## config.mk

```make
export PLATFORM = sky130hd
export DESIGN_NAME = vga_frame_reader
export DESIGN_NICKNAME = d
export VERILOG_FILES = /design/src/rtl/vga_frame_reader.sv
export SDC_FILE = /design/constraint.sdc
export NUM_CORES = 1
export LEC_CHECK = 0
export CORE_UTILIZATION = 56
export DETAILED_ROUTE_END_ITERATION = 16
export PLACE_DENSITY_LB_ADDON = 0.3
export SLEW_MARGIN = 0
export SYNTH_ARGS = -nofsm -noshare
export SYNTH_HDL_FRONTEND = slang
export SYNTH_SLANG_ARGS = --single-unit
```

## constraint.sdc

```tcl
create_clock -name i_clk25m -period 4.65 [get_ports i_clk25m]
set_input_delay 0.6975 -clock i_clk25m [delete_from_list [all_inputs] [get_ports i_clk25m]]
set_output_delay 0.6975 -clock i_clk25m [all_outputs]
set_load 0.05 [all_outputs]
```

## src/rtl/vga_frame_reader.sv

```systemverilog
// VGA scan-out engine for the 25 MHz pixel domain.
// Generates VGA timing, fetches pixels from the frame-buffer BRAM with
// optional 2^SCALE_SHIFT integer upscaling, and compensates a BRAM read
// latency of RD_LAT cycles. All o_VGA_* outputs lag the internal timing
// counters by RD_LAT+1 cycles and are mutually aligned.
//
// Ports:
//   i_clk25m, i_rstn_clk25m : pixel clock, async active-low reset
//   i_enable                : scan-out enable, sampled at frame end
//   i_mode                  : 0 gray, 1 RGB444, 2 colour bars, 3 black (frame end)
//   o_pix_addr, o_pix_rd_en : BRAM read request
//   i_pix_data              : BRAM data, RD_LAT cycles after the address
//   o_VGA_*                 : aligned position, sync, video flag and colour
//   o_frame_start           : pulse with output pixel (0,0)
//
// state  | meaning
// IDLE   | no reads, timing free-running
// SKIP   | discarding SKIP_FRAMES complete frames
// STREAM | reading pixels from the frame buffer
module vga_frame_reader #(
    parameter int H_DISP      = 640,
    parameter int H_FP        = 16,
    parameter int H_PULSE     = 96,
    parameter int H_BP        = 48,
    parameter int V_DISP      = 480,
    parameter int V_FP        = 10,
    parameter int V_PULSE     = 2,
    parameter int V_BP        = 33,
    parameter int SCALE_SHIFT = 0,
    parameter int SKIP_FRAMES = 2,
    parameter int RD_LAT      = 1,
    parameter int ADDR_W      = 19,
    parameter int PIX_W       = 12
) (
    input  logic              i_clk25m,
    input  logic              i_rstn_clk25m,
    input  logic              i_enable,
    input  logic [1:0]        i_mode,
    output logic [ADDR_W-1:0] o_pix_addr,
    output logic              o_pix_rd_en,
    input  logic [PIX_W-1:0]  i_pix_data,
    output logic [9:0]        o_VGA_x,
    output logic [9:0]        o_VGA_y,
    output logic              o_VGA_hsync,
    output logic              o_VGA_vsync,
    output logic              o_VGA_video,
    output logic [3:0]        o_VGA_r,
    output logic [3:0]        o_VGA_g,
    output logic [3:0]        o_VGA_b,
    output logic              o_frame_start
);

    localparam int H_TOTAL = H_DISP + H_FP + H_PULSE + H_BP;
    localparam int V_TOTAL = V_DISP + V_FP + V_PULSE + V_BP;
    localparam logic [9:0] H_LAST   = 10'(H_TOTAL - 1);
    localparam logic [9:0] V_LAST   = 10'(V_TOTAL - 1);
    localparam logic [9:0] H_DISP_C = 10'(H_DISP);
    localparam logic [9:0] V_DISP_C = 10'(V_DISP);
    localparam logic [9:0] HS_BEG   = 10'(H_DISP + H_FP);
    localparam logic [9:0] HS_END   = 10'(H_DISP + H_FP + H_PULSE);
    localparam logic [9:0] VS_BEG   = 10'(V_DISP + V_FP);
    localparam logic [9:0] VS_END   = 10'(V_DISP + V_FP + V_PULSE);
    localparam logic [9:0] S_MASK   = 10'((1 << SCALE_SHIFT) - 1);
    localparam logic [ADDR_W-1:0] W_SRC = ADDR_W'(H_DISP >> SCALE_SHIFT);
    localparam logic [9:0] BAR_LD   = 10'(H_DISP / 8 - 1);
    localparam logic [3:0] SKIP_LD  = 4'((SKIP_FRAMES > 0) ? SKIP_FRAMES - 1 : 0);

    typedef enum logic [1:0] {IDLE, SKIP, STREAM} state_t;

    typedef struct packed {
        logic       hs;
        logic       vs;
        logic       video;
        logic [9:0] x;
        logic [9:0] y;
        logic       fs;
        logic       stream;
        logic [1:0] mode;
        logic [2:0] bar;
    } sb_t;

    localparam sb_t SB_IDLE = '{hs: 1'b1, vs: 1'b1, video: 1'b0, x: 10'd0, y: 10'd0,
                                fs: 1'b0, stream: 1'b0, mode: 2'd0, bar: 3'd0};

    state_t            state, state_n;
    logic [9:0]        cx, cy, cx_n, cy_n;
    logic [ADDR_W-1:0] row_base, row_base_n, addr_n;
    logic [9:0]        bar_cnt, bar_cnt_n;
    logic [2:0]        bar_idx, bar_idx_n;
    logic [3:0]        skip_cnt, skip_n;
    logic [1:0]        mode_q, mode_n;
    logic              line_end, frame_end, rd_en_n;
    sb_t               sb0, tail;
    sb_t               pipe [RD_LAT];
    logic [3:0]        r_n, g_n, b_n;

    // Next-position logic; address and rd_en are registered from these so
    // they line up with the counters rather than trailing them.
    always_comb begin
        line_end   = (cx == H_LAST);
        frame_end  = line_end && (cy == V_LAST);
        cx_n       = line_end ? 10'd0 : cx + 10'd1;
        cy_n       = cy;
        if (line_end) cy_n = (cy == V_LAST) ? 10'd0 : cy + 10'd1;
        row_base_n = row_base;
        if (frame_end)
            row_base_n = '0;
        else if (line_end && (cy < V_DISP_C) && ((cy & S_MASK) == S_MASK))
            row_base_n = row_base + W_SRC;
        mode_n     = frame_end ? i_mode : mode_q;
        bar_cnt_n  = bar_cnt - 10'd1;
        bar_idx_n  = bar_idx;
        if (line_end) begin
            bar_cnt_n = BAR_LD;
            bar_idx_n = 3'd0;
        end else if (bar_cnt == 10'd0) begin
            bar_cnt_n = BAR_LD;
            bar_idx_n = bar_idx + 3'd1;
        end
    end

    always_comb begin
        state_n = state;
        skip_n  = skip_cnt;
        if (frame_end) begin
            case (state)
                IDLE: if (i_enable) begin
                    if (SKIP_FRAMES == 0) begin
                        state_n = STREAM;
                    end else begin
                        state_n = SKIP;
                        skip_n  = SKIP_LD;
                    end
                end
                SKIP: begin
                    if (skip_cnt == 4'd0) state_n = STREAM;
                    else                  skip_n  = skip_cnt - 4'd1;
                end
                STREAM: if (!i_enable) state_n = IDLE;
                default: state_n = IDLE;
            endcase
        end
        rd_en_n = (state_n == STREAM) && (cx_n < H_DISP_C) && (cy_n < V_DISP_C) && !mode_n[1];
        addr_n  = rd_en_n ? row_base_n + ADDR_W'(cx_n >> SCALE_SHIFT) : '0;
    end

    always_ff @(posedge i_clk25m or negedge i_rstn_clk25m) begin
        if (!i_rstn_clk25m) begin
            state       <= IDLE;
            cx          <= '0;
            cy          <= '0;
            row_base    <= '0;
            bar_cnt     <= BAR_LD;
            bar_idx     <= '0;
            skip_cnt    <= '0;
            mode_q      <= '0;
            o_pix_addr  <= '0;
            o_pix_rd_en <= 1'b0;
        end else begin
            state       <= state_n;
            cx          <= cx_n;
            cy          <= cy_n;
            row_base    <= row_base_n;
            bar_cnt     <= bar_cnt_n;
            bar_idx     <= bar_idx_n;
            skip_cnt    <= skip_n;
            mode_q      <= mode_n;
            o_pix_addr  <= addr_n;
            o_pix_rd_en <= rd_en_n;
        end
    end

    // Stage-0 sideband; state and mode travel with the pixel so a frame-end
    // change never affects pixels still in flight.
    always_comb begin
        sb0        = SB_IDLE;
        sb0.hs     = !((cx >= HS_BEG) && (cx < HS_END));
        sb0.vs     = !((cy >= VS_BEG) && (cy < VS_END));
        sb0.video  = (cx < H_DISP_C) && (cy < V_DISP_C);
        sb0.x      = cx;
        sb0.y      = cy;
        sb0.fs     = (cx == 10'd0) && (cy == 10'd0);
        sb0.stream = (state == STREAM);
        sb0.mode   = mode_q;
        sb0.bar    = bar_idx;
    end

    always_ff @(posedge i_clk25m or negedge i_rstn_clk25m) begin
        if (!i_rstn_clk25m) begin
            for (int i = 0; i < RD_LAT; i++) pipe[i] <= SB_IDLE;
        end else begin
            pipe[0] <= sb0;
            for (int i = 1; i < RD_LAT; i++) pipe[i] <= pipe[i-1];
        end
    end

    assign tail = pipe[RD_LAT-1];

    always_comb begin
        r_n = 4'd0;
        g_n = 4'd0;
        b_n = 4'd0;
        if (tail.video && tail.stream) begin
            case (tail.mode)
                2'd0: begin
                    r_n = i_pix_data[7:4];
                    g_n = i_pix_data[7:4];
                    b_n = i_pix_data[7:4];
                end
                2'd1: begin
                    r_n = i_pix_data[11:8];
                    g_n = i_pix_data[7:4];
                    b_n = i_pix_data[3:0];
                end
                2'd2: begin
                    r_n = {4{tail.bar[2]}};
                    g_n = {4{tail.bar[1]}};
                    b_n = {4{tail.bar[0]}};
                end
                default: ;
            endcase
        end
    end

    always_ff @(posedge i_clk25m or negedge i_rstn_clk25m) begin
        if (!i_rstn_clk25m) begin
            o_VGA_x       <= '0;
            o_VGA_y       <= '0;
            o_VGA_hsync   <= 1'b1;
            o_VGA_vsync   <= 1'b1;
            o_VGA_video   <= 1'b0;
            o_VGA_r       <= '0;
            o_VGA_g       <= '0;
            o_VGA_b       <= '0;
            o_frame_start <= 1'b0;
        end else begin
            o_VGA_x       <= tail.x;
            o_VGA_y       <= tail.y;
            o_VGA_hsync   <= tail.hs;
            o_VGA_vsync   <= tail.vs;
            o_VGA_video   <= tail.video;
            o_VGA_r       <= r_n;
            o_VGA_g       <= g_n;
            o_VGA_b       <= b_n;
            o_frame_start <= tail.fs;
        end
    end

endmodule

```

==> results of run 1 <==
## cell families after synthesis
group / count (synthesis) / synth area share
and+or+nand+nor: 214 / 0.193
DFF: 146 / 0.597
AOI/OAI and AO/OA: 82 / 0.0898
xor gates and xnor gates: 36 / 0.0513
buffers and inverters: 33 / 0.0220
adders and majority gates: 20 / 0.0420
muxes: 3 / 0.00509
## worst reg2reg max path: cells and delay by family (launching register included)
| kind | cells | cell delay (ns) |
|---|---|---|
| compound gates | 4 | 1.52 |
| buf+inv | 1 | 0.22 |
| flops | 1 | 0.44 |
| simple gates | 5 | 0.98 |
| xor+xnor | 1 | 0.11 |
| fa+ha+maj | 3 | 0.92 |
## state kept, by name, indices dropped and copies added (netlist names), 4 cells and up
name,cells
o_VGA_x,10
cx,10
o_VGA_b,4
bar_cnt,10
pipe,30
o_VGA_g,4
row_base,19
o_VGA_r,4
o_VGA_y,10
cy,10
skip_cnt,4
o_pix_addr,19
## per-stage QoR
stage / std cells / instance area [µm²] / hold WS [ns] / worst slack, ns / utilization
floorplan: 534 / 6140 / 0.331 / 0.667 / -
global placement: 735 / 7020 / 0.332 / 0.644 / 0.671
detailed placement: 735 / 7020 / 0.335 / 0.502 / 0.671
CTS: 767 / 7610 / 0.328 / 0.440 / 0.727
global route: 767 / 7610 / 0.354 / 0.112 / 0.727
finish: 767 / 7610 / 0.276 / 0.394 / 0.727
## path summary, 6_finish.rpt
path / endpoint / slack [ns] / depth (start not counted)
worst min-delay path: o_VGA_x[6] / 0.28 / 1
worst max register to register: o_pix_addr[12] / 0.39 / 14
max in group asynchronous: row_base[1] / 3.35 / 2
min in group i_clk25m: o_VGA_x[3] / 0.35 / 0
worst min register to register: o_VGA_x[3] / 0.35 / 0
worst max-delay path: o_pix_addr[12] / 0.39 / 14
## cells in the final DEF, fill, tap and decap left out, types with 8 or more instances in the layout
| cell type | Yosys | routed |
|---|---|---|
| inv_1 | 17 | 17 |
| or3_1 | 10 | 10 |
| nor2b_1 | 10 | 10 |
| nand4_1 | 8 | 8 |
| nor2_1 | 38 | 38 |
| nand2b_1 | 11 | 11 |
| and2_1 | 11 | 11 |
| dfstp_2 | 9 | 9 |
| nand2_1 | 38 | 38 |
| dfrtp_1 | 137 | 137 |
| xnor2_1 | 19 | 19 |
| a211oi_1 | 10 | 10 |
| a21oi_1 | 22 | 22 |
| and3_1 | 12 | 12 |
| nor3_1 | 21 | 21 |
| o31ai_1 | 8 | 8 |
| nand3_1 | 24 | 24 |
| o21ai_0 | 14 | 14 |
| ha_1 | 19 | 19 |
| clkbuf_16 | 0 | 16 |
| xor2_1 | 17 | 17 |
| clkdlybuf4s50_1 | 0 | 71 |
## routing by layer
layer  part of all wire  GRT usage  vias to the layer above  routed length, µm
li1                   -          -                     2033                  -
met1               0.43      0.322                     2169               5450
met2               0.49      0.384                      158               6210
met3              0.058     0.0571                       22                728
met4              0.018     0.0969                        0                223
met5                  0          0                        -                  0
## area by class of cell
cell class              instances  area [µm²]  area share
clock buffers                  20         455      0.0599
clock inverters                12         130      0.0171
inverters                      19        71.3     0.00937
multi-input cells             355        2340       0.308
flip-flops and latches        146        3660       0.482
well taps                     136         170      0.0224
repair buffers                 79         774       0.102
## power by group through the flow
stage | logic (mW) | registers, mW | clock network [mW]
3_3_place_gp | 0.0434 | 1.29 | 0
6_report | 0.0425 | 1.27 | 1.33
4_1_cts | 0.0444 | 1.27 | 1.34
5_1_grt | 0.0494 | 1.27 | 1.40
3_5_place_dp | 0.0443 | 1.29 | 0
2_1_floorplan | 0.00432 | 1.29 | 0
==> impl_metrics.tcl, run 1 <==
set metrics [dict create \
    antenna_found_initial 0 \
    vias 4382 \
    syn_nets 571 \
    start_util 0.587 \
    layout.nets 655 \
    cp_data_required_time_ns 5.10 \
    leakagePower_nw 3.40 \
    finalWeightedCongestion 0.854 \
    post-route-period-util 0.915 \
    internal_power_mw 2.09 \
    cts_tree "yes" \
    finalHoldViolCount 0 \
    grt_pass1_vias 4373 \
    relSlewSlack 0.371 \
    drtAntennaViolNets 0 \
    wl_um 12600 \
    path_cells "ha_1 > and3_1 > and3_1 > buf_4 > nor2_1 > ha_1 > fa_1 > a21o_1 > a211o_1 > a2111oi_0 > o311a_1 > nand3b_1 > xnor2_1 > nor2b_1" \
    path_delay_family "compound AO/OA/AOI/OAI gates" \
    cts_resized 0 \
    synth_edf_count 0 \
    clk_pin_slew_worst_paths_ns 0.06 \
    synthTopCellsByArea "dfrtp_1 56%, ha_1 3.9%, dfstp_2 3.9%" \
    drc 0 \
    hp-class "input port to async pin" \
    crit_fanout 16 \
    grt_pass1_wl_um 21100 \
    ys_seq_area_frac 0.597 \
    numPortBuffers 72 \
    rows 37 \
    p_sw_frac 0.208 \
    crit_path_max_incr_delay_ns 0.61 \
    slew_violations 0 \
    avgSynthCellArea_um2 11.5 \
    syn_area_mm2 0.00614 \
    ys.flop_type "dfrtp_1" \
    cts_setup_buffers 0 \
    pwr-share-comb 0.016 \
    tightest_slew_ns 0.944 \
    status "complete, no violations" \
    peakVddDrop_uv 196 \
    max_freq_mhz 235 \
    die_w_um 107 \
    regToRegStartpoint "cx[0]" \
    drt_iter0_markers 293 \
    worstSetupPathType "flop to flop" \
    grt_usage 0.241 \
    power.total_mw 2.64 \
    avgRoutedWirePerCell_um 16.4 \
    setup_tns_ns 0 \
    min_period_ns 4.26 \
    worstPathArrival_ns 4.70 \
    yosys-top-cells-count "137 x dfrtp_1, 38 x nand2_1, 38 x nor2_1, 24 x nand3_1, 22 x a21oi_1" \
    async_flop_share 1.00 \
    grt-ovfl-total 0 \
    area_growth_pct 23.9 \
    startpoint_type "flop" \
    ys_seq_elements 146 \
    synth_top_area_frac 0.558 \
    dieArea_mm2 0.0114 \
    clock_skew_ns 0.00746 \
    ys_types 59 \
    cts_buffers 17 \
    fillers 697 \
    drive_gt1_frac 0.106 \
    pwr-share-clk 0.502 \
    drv_cap 0 \
    max-clock-path-buffers 2 \
    rsz0062_at_grt "no" \
    endpoint_kind "flop" \
    switching_power_mw 0.548 \
    setup_viol 0 \
    cts-htree-levels 4 \
    n_antenna_cell 0 \
    p_per_area_mw_per_mm2 347 \
    avgViaCountPerCell 5.71 \
    worst-path-buf-inv 1 \
    die_h_um 107 \
    clkLatencyLatePin_ns 0.52 \
    firstDrtPassIters 5 \
    num_io_pins 73 \
    cts_hold_buf 0 \
    synth_top_cell_by_area "dfrtp_1" \
    cts_root_buffer "clkbuf_8" \
    synth_warnings 0 \
    clock-sinks 146 \
    yosysMostFrequentCell "dfrtp_1" \
    core-area_mm2 0.0105 \
    crit_start "cx[0]" \
    hpwl_um 8330 \
    pwr-share-seq 0.482 \
    cp_slowest_cell "a2111oi_0" \
    syn_inst 534 \
    grt_max_degree 112 \
]
Note: power is estimated with default switching activity, not from simulation.
==> inputs of run 2 (changes only) <==
==> constraint.sdc (replaced) <==
create_clock -name i_clk25m -period 4.65 [get_ports i_clk25m]
set_input_delay 0.6975 -clock i_clk25m [delete_from_list [all_inputs] [get_ports i_clk25m]]
set_output_delay 0.6975 -clock i_clk25m [all_outputs]
set_load 0.1 [all_outputs]
==> results of run 2 <==
The final DEF is identical to that of run 1. Status: complete, no violations.
==> inputs of run 3 (changes only) <==
Settings changed: CORE_UTILIZATION 56 to 60.
Clock period 4.65 ns to 5.25 ns, I/O delays scaled along.
==> run 3 against run 2 <==
  * First-iteration DRC count fell by 32%
  * Global-route usage rose by 1.9 points
  * Final cell count shrank 0.91%
  * Die area is 6.6% lower
  * Non-clock buffer count is 4 lower
  * Core utilization is 3.7 points higher
  * Flip-flop and latch count unchanged
  * Critical path type unchanged
  * Largest cell class unchanged
==> impl_metrics.tcl, run 3 (synthesized netlist as in run 1, its figures left out) <==
set metrics [dict create \
    relSlewSlack 0.344 \
    regToRegStartpoint "cy[8]" \
    cts-htree-levels 4 \
    wl_um 12400 \
    rows 36 \
    p_per_area_mw_per_mm2 300 \
    pwr-share-clk 0.485 \
    vias 4358 \
    drtAntennaViolNets 0 \
    core-area_mm2 0.00986 \
    drc 0 \
    grt-ovfl-total 0 \
    clock_skew_ns 0.00738 \
    largest_reg_flops 30 \
    cts_resized 0 \
    rsz0062_at_grt "no" \
    worstSetupPathType "flop to flop" \
    grt_max_degree 91 \
    n_antenna_cell 0 \
    top_register "pipe" \
    start_util 0.623 \
    r2r_slack_ns 0.70 \
    post-route-period-util 0.867 \
    reg.largest.list "pipe (30), o_pix_addr (19), row_base (19)" \
    avgViaCountPerCell 5.73 \
    slew_violations 0 \
    leakagePower_nw 3.35 \
    layout_common_cells "137 x dfrtp_1, 71 x clkdlybuf4s50_1, 38 x nor2_1, 38 x nand2_1, 24 x nand3_1" \
    endpoint_kind "flop" \
    grt_pass1_vias 4228 \
    clkLatencyLatePin_ns 0.53 \
    drv_cap 0 \
    clk_pin_slew_worst_paths_ns 0.06 \
    cp_data_required_time_ns 5.70 \
    num_io_pins 73 \
    grt_pass1_wl_um 20700 \
    p_sw_frac 0.212 \
    clock-sinks 146 \
    tightest_slew_ns 0.981 \
    status "complete, no violations" \
    area_growth_pct 22.7 \
    cts_buffers 17 \
    firstDrtPassIters 5 \
    layout.nets 651 \
    pwr-share-comb 0.017 \
    switching_power_mw 0.479 \
    max_freq_mhz 220 \
    finalHoldViolCount 0 \
    max-clock-path-buffers 2 \
    final_common_cell "dfrtp_1" \
    internal_power_mw 1.78 \
    cts_tree "yes" \
    drt_iter0_markers 198 \
    dieArea_mm2 0.0106 \
    pwr-share-seq 0.499 \
    cts_root_buffer "clkbuf_8" \
    setup_tns_ns 0 \
    crit_fanout 11 \
    startpoint_type "flop" \
    cts_setup_buffers 0 \
    hp-class "input port to async pin" \
    worstPathArrival_ns 5.00 \
    place_area_mm2 0.00699 \
    cts_hold_buf 0 \
    die_w_um 103 \
    drive_gt1_frac 0.0973 \
    hpwl_um 8450 \
    stdcell_area_mm2 0.00754 \
    antenna_found_initial 0 \
    numPortBuffers 72 \
    setup_viol 0 \
    min_period_ns 4.55 \
    hold_slack_ns 0.318 \
    die_h_um 103 \
    avgRoutedWirePerCell_um 16.3 \
    finalWeightedCongestion 0.867 \
    peakVddDrop_uv 200 \
    grt_usage 0.261 \
    r2r-end "o_pix_addr[12]" \
    r2r_cells 13 \
]
-- run 3: changes by cell type in the layout (fill, tap and decap cells not counted) --
cell | before | now
buf_4 | 7 | 3
clkinv_2 | 3 | 2
clkbuf_1 | 0 | 2
bufinv_16 | 2 | 1
inv_6 | 2 | 1
clkinvlp_4 | 5 | 6
clkinv_4 | 0 | 2
clkbuf_8 | 4 | 2
-- run 3: layer usage --
layer,global-route usage,vias up,wire length [µm]
met4,0.114,0,218
met1,0.349,2173,5390
met5,0,-,0
met2,0.417,121,6260
met3,0.0544,22,536
li1,-,2042,-
-- run 3: area by class of cell --
class | count | area (µm²)
Clock buffer | 20 | 435
Clock inverter | 12 | 111
Fill cell | 627 | 2330
Inverter | 19 | 71.3
Multi-Input combinational cell | 355 | 2340
Sequential cell | 146 | 3660
Tap cell | 133 | 166
Timing Repair Buffer | 75 | 744
-- run 3: metrics by stage --
stage,power [mW],utilization,setup slack (ns),instances
2_1_floorplan,1.15,-,1.27,534
6_report,2.26,0.764,0.698,760
3_5_place_dp,1.19,0.709,0.860,728
3_3_place_gp,1.18,0.709,1.03,728
5_1_grt,2.33,0.764,0.547,760
4_1_cts,2.28,0.764,0.856,760
-- run 3: critical path, stage by stage (launching register included) --
cell	delay [ns]
dfrtp_1	0.47
nor4_1	0.52
and3_1	0.29
nand2_1	0.28
and2_1	0.30
ha_1	0.21
fa_1	0.40
a21o_1	0.21
a211o_1	0.31
a2111oi_0	0.63
o311a_1	0.41
nand3b_1	0.16
xnor2_1	0.11
nor2b_1	0.15
-- run 3: worst max path at each step --
stage           from              to  slack [ns]
2_1_floorplan  cx[0]  o_pix_addr[12]        1.27
6_report       cy[8]  o_pix_addr[12]        0.70
3_5_place_dp   cx[0]  o_pix_addr[12]        0.86
3_3_place_gp   cx[0]  o_pix_addr[12]        1.03
5_1_grt        cx[0]  o_pix_addr[12]        0.55
4_1_cts        cy[8]  o_pix_addr[12]        0.86
-- run 3: power by group through the flow --
stage | registers [mW] | logic [mW] | clock network, mW
after floorplan | 1.15 | 0.00383 | 0
after global placement | 1.15 | 0.0388 | 0
after detailed placement | 1.15 | 0.0394 | 0
after CTS | 1.13 | 0.0397 | 1.12
after global routing | 1.13 | 0.0439 | 1.16
final | 1.13 | 0.0378 | 1.09
